$ cat config.mk
export PLATFORM = sky130hd
export DESIGN_NAME = led_index_sequencer
export DESIGN_NICKNAME = d
export VERILOG_FILES = /design/src/rtl/led_seq_pkg.sv /design/src/rtl/debounce_vec.sv /design/src/rtl/led_index_sequencer.sv
export SDC_FILE = /design/constraint.sdc
export NUM_CORES = 1
export LEC_CHECK = 0
export CAP_MARGIN = 30
export CORE_MARGIN = 3
export CORE_UTILIZATION = 30
export DETAILED_ROUTE_END_ITERATION = 12
export GPL_ROUTABILITY_DRIVEN = 0
export PLACE_DENSITY = 0.53
export SYNTH_ARGS = -nofsm -noshare
export SYNTH_HDL_FRONTEND = slang
export SYNTH_SLANG_ARGS = --single-unit
export TNS_END_PERCENT = 5
$ cat constraint.sdc
create_clock -name clk -period 2.1 [get_ports clk]
set_input_delay 0.21 -clock clk [delete_from_list [all_inputs] [get_ports clk]]
set_output_delay 0.21 -clock clk [all_outputs]
set_load 0.05 [all_outputs]
$ cat src/rtl/led_seq_pkg.sv
// led_seq_pkg: shared types and constants for the LED index sequencer.
package led_seq_pkg;
   localparam int IDX_W = 4;
   localparam logic [IDX_W-1:0] IDX_MAX = 4'd15;
   typedef enum logic [1:0] {MODE_MANUAL = 2'b00, MODE_UP, MODE_DOWN, MODE_PINGPONG} mode_t;
   typedef enum logic [1:0] {ST_OFF, ST_MANUAL, ST_SCAN} state_t;
endpackage

$ cat src/rtl/debounce_vec.sv
// debounce_vec: synchronises a raw switch vector and releases it after DB_CYCLES stable cycles.
module debounce_vec #(
   parameter int WIDTH     = 7,
   parameter int DB_CYCLES = 1_000_000
) (
   input  logic             clk,
   input  logic             rst,
   input  logic [WIDTH-1:0] din,
   output logic [WIDTH-1:0] db
);
   localparam int CW = $clog2(DB_CYCLES);
   localparam logic [CW-1:0] CNT_MAX = CW'(DB_CYCLES - 1);
   logic [WIDTH-1:0] s1_q, s2_q, s3_q, db_q, db_d;
   logic [CW-1:0]    cnt_q, cnt_d;
   // one counter serves the whole vector: any bit moving restarts the window
   always_comb begin
      cnt_d = (s2_q != s3_q) ? '0 : (cnt_q == CNT_MAX) ? cnt_q : cnt_q + 1'b1;
      db_d  = (s2_q == s3_q && cnt_q == CNT_MAX) ? s2_q : db_q;
   end
   always_ff @(posedge clk or posedge rst) begin
      if (rst) begin
         s1_q  <= '0;
         s2_q  <= '0;
         s3_q  <= '0;
         db_q  <= '0;
         cnt_q <= '0;
      end else begin
         s1_q  <= din;
         s2_q  <= s1_q;
         s3_q  <= s2_q;
         db_q  <= db_d;
         cnt_q <= cnt_d;
      end
   end
   assign db = db_q;
endmodule

$ cat src/rtl/led_index_sequencer.sv
// led_index_sequencer: debounced switches to LED index/enable, with manual,
// up, down and ping-pong scan modes stepped by a prescaler.
module led_index_sequencer
   import led_seq_pkg::*;
#(
   parameter int DB_CYCLES   = 1_000_000,
   parameter int STEP_CYCLES = 25_000_000
) (
   input  logic       clk,
   input  logic       rst,
   input  logic [3:0] sw,
   input  logic       en,
   input  logic [1:0] mode,
   output logic [3:0] idx,
   output logic       idx_en,
   output logic       tick
);
   localparam int PW = $clog2(STEP_CYCLES);
   localparam logic [PW-1:0] PRE_MAX = PW'(STEP_CYCLES - 1);
   logic [6:0]       db;
   mode_t            db_mode;
   state_t           st;
   logic             chg, step, pp_dir;
   logic [IDX_W-1:0] idx_q, idx_d, scan_idx;
   logic             idx_en_q, idx_en_d, tick_q, tick_d, dir_q, dir_d;
   logic [PW-1:0]    pre_q, pre_d;
   logic [2:0]       ctl_q;
   debounce_vec #(.WIDTH(7), .DB_CYCLES(DB_CYCLES)) u_db (
      .clk (clk),
      .rst (rst),
      .din ({mode, en, sw}),
      .db  (db)
   );
   assign db_mode = mode_t'(db[6:5]);
   // dir_q: 0 = counting up, 1 = counting down (ping-pong only)
   always_comb begin
      st       = !db[4] ? ST_OFF : (db_mode == MODE_MANUAL) ? ST_MANUAL : ST_SCAN;
      chg      = db[6:4] != ctl_q;
      step     = st == ST_SCAN && !chg && pre_q == PRE_MAX;
      pre_d    = (st != ST_SCAN || chg || step) ? '0 : pre_q + 1'b1;
      pp_dir   = dir_q ? (idx_q != '0) : (idx_q == IDX_MAX);
      scan_idx = db_mode == MODE_UP   ? idx_q + 1'b1 :
                 db_mode == MODE_DOWN ? idx_q - 1'b1 :
                 dir_q ? ((idx_q == '0) ? 4'd1 : idx_q - 1'b1) :
                         ((idx_q == IDX_MAX) ? IDX_MAX - 1'b1 : idx_q + 1'b1);
      idx_d    = st == ST_MANUAL ? db[3:0] : step ? scan_idx : idx_q;
      dir_d    = (st != ST_SCAN || db_mode != MODE_PINGPONG) ? 1'b0 : step ? pp_dir : dir_q;
      idx_en_d = st != ST_OFF;
      tick_d   = step;
   end
   always_ff @(posedge clk or posedge rst) begin
      if (rst) begin
         idx_q    <= '0;
         idx_en_q <= 1'b0;
         tick_q   <= 1'b0;
         pre_q    <= '0;
         dir_q    <= 1'b0;
         ctl_q    <= '0;
      end else begin
         idx_q    <= idx_d;
         idx_en_q <= idx_en_d;
         tick_q   <= tick_d;
         pre_q    <= pre_d;
         dir_q    <= dir_d;
         ctl_q    <= db[6:4];
      end
   end
   assign idx    = idx_q;
   assign idx_en = idx_en_q;
   assign tick   = tick_q;
endmodule
### After elaboration in Yosys (flattened, before gate mapping)

Cells that the tools add are included.

* reductions and logical operators: 13
* multiplexer cells: 15
* add/sub/neg operators: 4
* equal/unequal tests: 13

Operators with widths (count)
* 20-bit two-way mux: 2
* 4-bit two-way mux: 7
* 25-bit by 1-bit adder with 25-bit output, second input constant: 1
* 25-bit == test, second input constant: 1
* 25-bit two-way mux: 1
* 20-bit by 1-bit adder with 20-bit output, second input constant: 1
* 20-bit == test, second input constant: 1
* 7-bit == test: 1
* 7-bit inequality test: 1
* 2-bit nonzero test: 3
* 4-bit by 1-bit adder with 4-bit output, second input constant: 1
* 2-bit by 1-bit == test with 1-bit output, second input constant: 2
* 2-bit == test, second input constant: 2
* 4-bit == test, second input constant: 1
* 4-bit logical NOT: 1
* 2-bit two-way mux: 2
* 2-bit inequality test, second input constant: 2
* 4-bit nonzero test: 1
* 4-bit by 1-bit subtractor with 4-bit output, second input constant: 1
* 1-bit logical AND: 3
* 1-bit logical OR: 3
* 1-bit two-way mux: 3
* 3-bit inequality test: 1
* 2-bit logical NOT: 1
* 2 further kinds: 2

* logic and storage cells: 56
* register bits: 83
* output and inout port bits: 6
* input port bits: 9

### Logic depth before layout (Yosys ltp)

Gate-level depths: netlist (run 1).

* depth after elaboration: 8
* depth in mapped cells: 7

### Modules after synthesis

A second synthesis (run 1) with hierarchy kept.

* cell total of the unflattened synthesis: 388
* area, all modules: 4090.2 um2

By module, submodules not included
* led_index_sequencer: cells an instance 224, sequential area each 875.8 um2, times used 1, area an instance 2104.5 um2
* debounce_vec: cells an instance 164, sequential area each 1201.2 um2, times used 1, area an instance 1985.7 um2

### Worst setup path after synthesis (run 1)

Ideal clock, no wire load.

* kind: flip-flop to flip-flop
* start: reg idx_q[0] (netlist: idx[0])
* end: reg idx_q[2] (netlist: idx[2])
* stages on the path, launching flop included: 8
* setup time: 77 ps
* buffers on the path: 0
* slack: -143 ps
* arrival: 2167 ps
* required time: 2023 ps
* cell sequence: dfrtp_1 inv_1 ha_1 nor4bb_1 o32ai_1 a221oi_1 o211a_1 o21ai_1

* word-level cells in the longest chain between the ends: 7

Ends and longest elaborated chain
* start, declared: line led_index_sequencer.sv:24 `logic [IDX_W-1:0] idx_q, idx_d, scan_idx;`
* start signal, assigned: line led_index_sequencer.sv:60 `idx_q <= idx_d;`
* 4-bit by 1-bit adder with 4-bit output (tied with other cells): line led_index_sequencer.sv:42, led_index_sequencer.sv:45
* 4-bit two-way mux, on equally long branches: line led_index_sequencer.sv:45, led_index_sequencer.sv:44
* 4-bit two-way mux: line led_index_sequencer.sv:44 `dir_q ? ((idx_q == '0) ? 4'd1 : idx_q - 1'b1) :`
* 4-bit two-way mux: line led_index_sequencer.sv:43 `db_mode == MODE_DOWN ? idx_q - 1'b1 :`
* 4-bit two-way mux (*): line led_index_sequencer.sv:42 `scan_idx = db_mode == MODE_UP ? idx_q + 1'b1 :`
* 4-bit two-way mux (*) (2 in a row): line led_index_sequencer.sv:46 `idx_d = st == ST_MANUAL ? db[3:0] : step ? scan_idx : idx_q;`

Every way passes the cells marked *; elsewhere a longest branch is shown, timed or not. The select of a mux whose other input is x is not followed.
A chain may end at the register's enable or synchronous reset.

### Final worst setup path (run 1)

* start: reg idx_q[3] (netlist: idx[3])
* end: out idx[3]

RTL lines
* end, declared: line led_index_sequencer.sv:14 `output logic [3:0] idx,`

No word-level cell between the ends.

==> results of run 1 <==
[what timing repair did]
action,in CTS,in global routing
setup endpoints to repair,0,11
hold buffers,0,0
endpoints found under the hold margin,0,0
buffers inserted,0,1
resized for setup,0,5
[power groups by stage]
| stage | sequential, mW | clock (mW) | combinational (mW) |
|---|---|---|---|
| 2_1_floorplan | 1.66 | 0 | 0.0357 |
| 3_3_place_gp | 1.66 | 0 | 0.0675 |
| 3_5_place_dp | 1.66 | 0 | 0.0684 |
| 4_1_cts | 1.63 | 1.65 | 0.0685 |
| 5_1_grt | 1.63 | 1.72 | 0.0746 |
| 6_report | 1.63 | 1.59 | 0.0647 |
[area by class of cell]
| type | instances | share of cell area [%] |
|---|---|---|
| inverter | 14 | 1.23 |
| clock buffer | 9 | 4.92 |
| tap | 168 | 4.59 |
| clock inverter | 7 | 1.64 |
| sequential | 83 | 45.4 |
| multi-input combinational | 254 | 36.5 |
| timing repair buffer | 29 | 5.79 |
[layout by cell type, fill, tap and decap left out, drive strengths merged, types with 3 or more instances in the layout]
| cell | n |
|---|---|
| a221oi | 3 |
| and3 | 9 |
| dfrtp | 83 |
| nand2 | 25 |
| clkbuf | 9 |
| a31oi | 4 |
| clkinvlp | 4 |
| and4 | 4 |
| nand4 | 10 |
| nor4 | 10 |
| nor2b | 3 |
| and2 | 5 |
| o21ai | 7 |
| nor3 | 13 |
| mux2 | 7 |
| clkdlybuf4s50 | 14 |
| inv | 15 |
| xnor2 | 32 |
| nor2 | 56 |
| ha | 5 |
| nor4bb | 3 |
| buf | 15 |
| nand3 | 19 |
| xor2 | 17 |
[cells by family (layout without fill, tap and decap cells)]
logic type / count (synthesis) / after routing / synth area share [%]
flops: 83 / 83 / 54.5
buf+inv: 24 / 59 / 2.43
compound gates: 28 / 28 / 5.19
fa+ha+maj: 5 / 5 / 1.64
simple gates: 163 / 163 / 22.3
mux: 9 / 9 / 2.60
xor+xnor: 49 / 49 / 11.3
[synth_stat cells, types with 3 or more instances]
master	count	area share (%)
clkbuf_1	8	0.79
o21ai_0	4	0.53
a221oi_1	3	0.69
dfrtp_1	83	55
nor2_1	55	5.4
nor4bb_1	3	0.79
and3_1	9	1.5
xor2_1	17	3.9
ha_1	5	1.6
nor4_1	9	1.5
nor2b_1	3	0.49
xnor2_1	32	7.4
a31oi_1	4	0.66
nor3_1	13	1.7
o21ai_1	3	0.39
and4_1	4	0.92
and2_1	4	0.66
nand3_1	18	2.4
inv_1	14	1.4
nand2_1	25	2.5
mux2_2	7	2.1
nand4_1	10	1.6
[state kept, by name (all words and copies together), names as in the netlist]
name        count
pre_q          25
u_db.cnt_q     20
u_db.db         7
u_db.s1_q       7
u_db.s2_q       7
u_db.s3_q       7
idx             4
ctl_q           3
dir_q           1
idx_en          1
tick            1
[per-layer routing]
metal | part of all wire, % | vias up | GRT usage, % | routed length (um)
met1 | 50 | 1307 | 15.4 | 3590
li1 | - | 1295 | - | -
met2 | 45 | 44 | 16.7 | 3240
met5 | 0 | - | 0 | 0
met3 | 4.0 | 13 | 3.78 | 289
met4 | 1.7 | 0 | 4.49 | 121
[worst paths after layout]
path / endpoint / slack, ps / cells past startpoint / startpoint
min in group asynchronous: u_db.cnt_q[14] / 340 / 3 / rst
max in group asynchronous: u_db.s1_q[6] / 1420 / 3 / rst
min reg2reg: u_db.s2_q[2] / 350 / 0 / u_db.s1_q[2]
min: u_db.s1_q[3] / 300 / 1 / sw[3]
max reg2reg: u_db.db[6] / 100 / 5 / u_db.cnt_q[6]
max: idx[3] / 90 / 1 / idx[3]
[stage by stage]
stage | cell area (sq um) | setup TNS, ps | util, % | power, mW | hold WS [ps]
after floorplan | 3810 | -187 | - | 1.69 | 241
after global placement | 4240 | 0 | 34.7 | 1.73 | 335
after detailed placement | 4240 | 0 | 34.7 | 1.73 | 338
after CTS | 4540 | 0 | 37.2 | 3.35 | 280
after global routing | 4580 | -3.41 | 37.5 | 3.42 | 289
final | 4580 | 0 | 37.5 | 3.28 | 298
==> flow_summary.ini, run 1 <==
[sta]
skew_ps = 10.4
tightest_slew_ps = 505
timing.final.ws_setup_ps = 88.4
rsz0062_at_grt = true
post-route-min-period_ps = 2010
max_freq_mhz = 497
setup_violations = 0
max_slew_margin_pct = 66.2
hold_violations = 0
min_period_over_period_pct = 95.8
slew_viol_final = 0

[clocking]
cts_sinks = 83
clk_path_buf_depth = 2
htreeDepth = 3
cts-buffers-inserted = 9
insertion_delay_ps = 340
cts_tree = yes
clkTransAtPathRegs_ps = 70
clockRootBuffer = clkbuf_16

[layout]
num_antenna_cells = 0
nNetsFinal = 405
multi_input_area_sq_mm = 0.00167
regArea_sq_mm = 0.00208
fin_cells = 564
fillers = 1210
layout-drive-gt1-share_pct = 12.9
synthToLayoutAreaGrowth_pct = 20.2

[place]
dp.cells = 547
hpwl_um = 4730
dp_worst_setup_slack_ps = 31.0
port_buffers = 14

[floorplan]
initial_core_util_pct = 31.2
row_count = 40
io_pins = 15
die_area_sq_mm = 0.0141
core_area_sq_mm = 0.0122
chipHeight_um = 119
die_w_um = 119

[yosys]
yosys_warnings = 0
synth_cell_types = 45
synth_flop_cell = dfrtp_1
syn_area_per_cell_sq_um = 10.6
synth.net_count = 375
synth_seq_cells = 83
async_flop_share_pct = 100
ys_seq_area_share_pct = 54.5
synth_edf_count = 0
netlist_instances = 361
synthesis.area_sq_mm = 0.00381

[worst_setup_path]
path_max_fanout = 10
cp-start-kind = register
end_kind = output pin
cp.arrival_ps = 1800
cpPeakStageDelay_ps = 880
path_cells = clkdlybuf4s50_1
cp_slowest_cell = clkdlybuf4s50_1
crit_type = reg -> out
critical_path_buf_inv_count = 1
crit_required_ps = 1890
path_delay_family = buffers and inverters

[power]
seqPwrFrac_pct = 49.7
intPower_mw = 2.57
vdd_drop_max_uv = 402
power_frac_clock_pct = 48.3
switching_share_pct = 21.7
p_sw_mw = 0.712
p_comb_share_pct = 2.0
p_leak_nw = 1.83
p_per_area_mw_per_mm2 = 717

[run_status]
status = finished clean

[drt]
finalWirelength_um = 7240
first_pass_iters = 5
drc = 0
first_iter_violations = 192
via_per_inst = 4.71
vias = 2659
ant_nets = 0
wl_per_cell_um = 12.8

[run]
cap_viol_max_count = 0

[grt]
grt_pass1_vias = 2695
grt_pass1_wl_um = 13100
grt_max_degree = 84
grt_overflow_total = 0
antenna_found_initial = 0
grt_usage_pct = 11.3

[worst_hold_path]
min-delay-path-class = in -> reg
Note: power is estimated with default switching activity, not from simulation.
==> run 2: changes to the inputs <==
--- a/config.mk
+++ b/config.mk
@@ -8,6 +8,7 @@
 export CAP_MARGIN = 30
 export CORE_MARGIN = 3
 export CORE_UTILIZATION = 30
+export CTS_CLUSTER_DIAMETER = 80
 export DETAILED_ROUTE_END_ITERATION = 12
 export GPL_ROUTABILITY_DRIVEN = 0
 export PLACE_DENSITY = 0.53
==> results of run 2 <==
The final DEF is identical to that of run 1; final timing and power are the same.
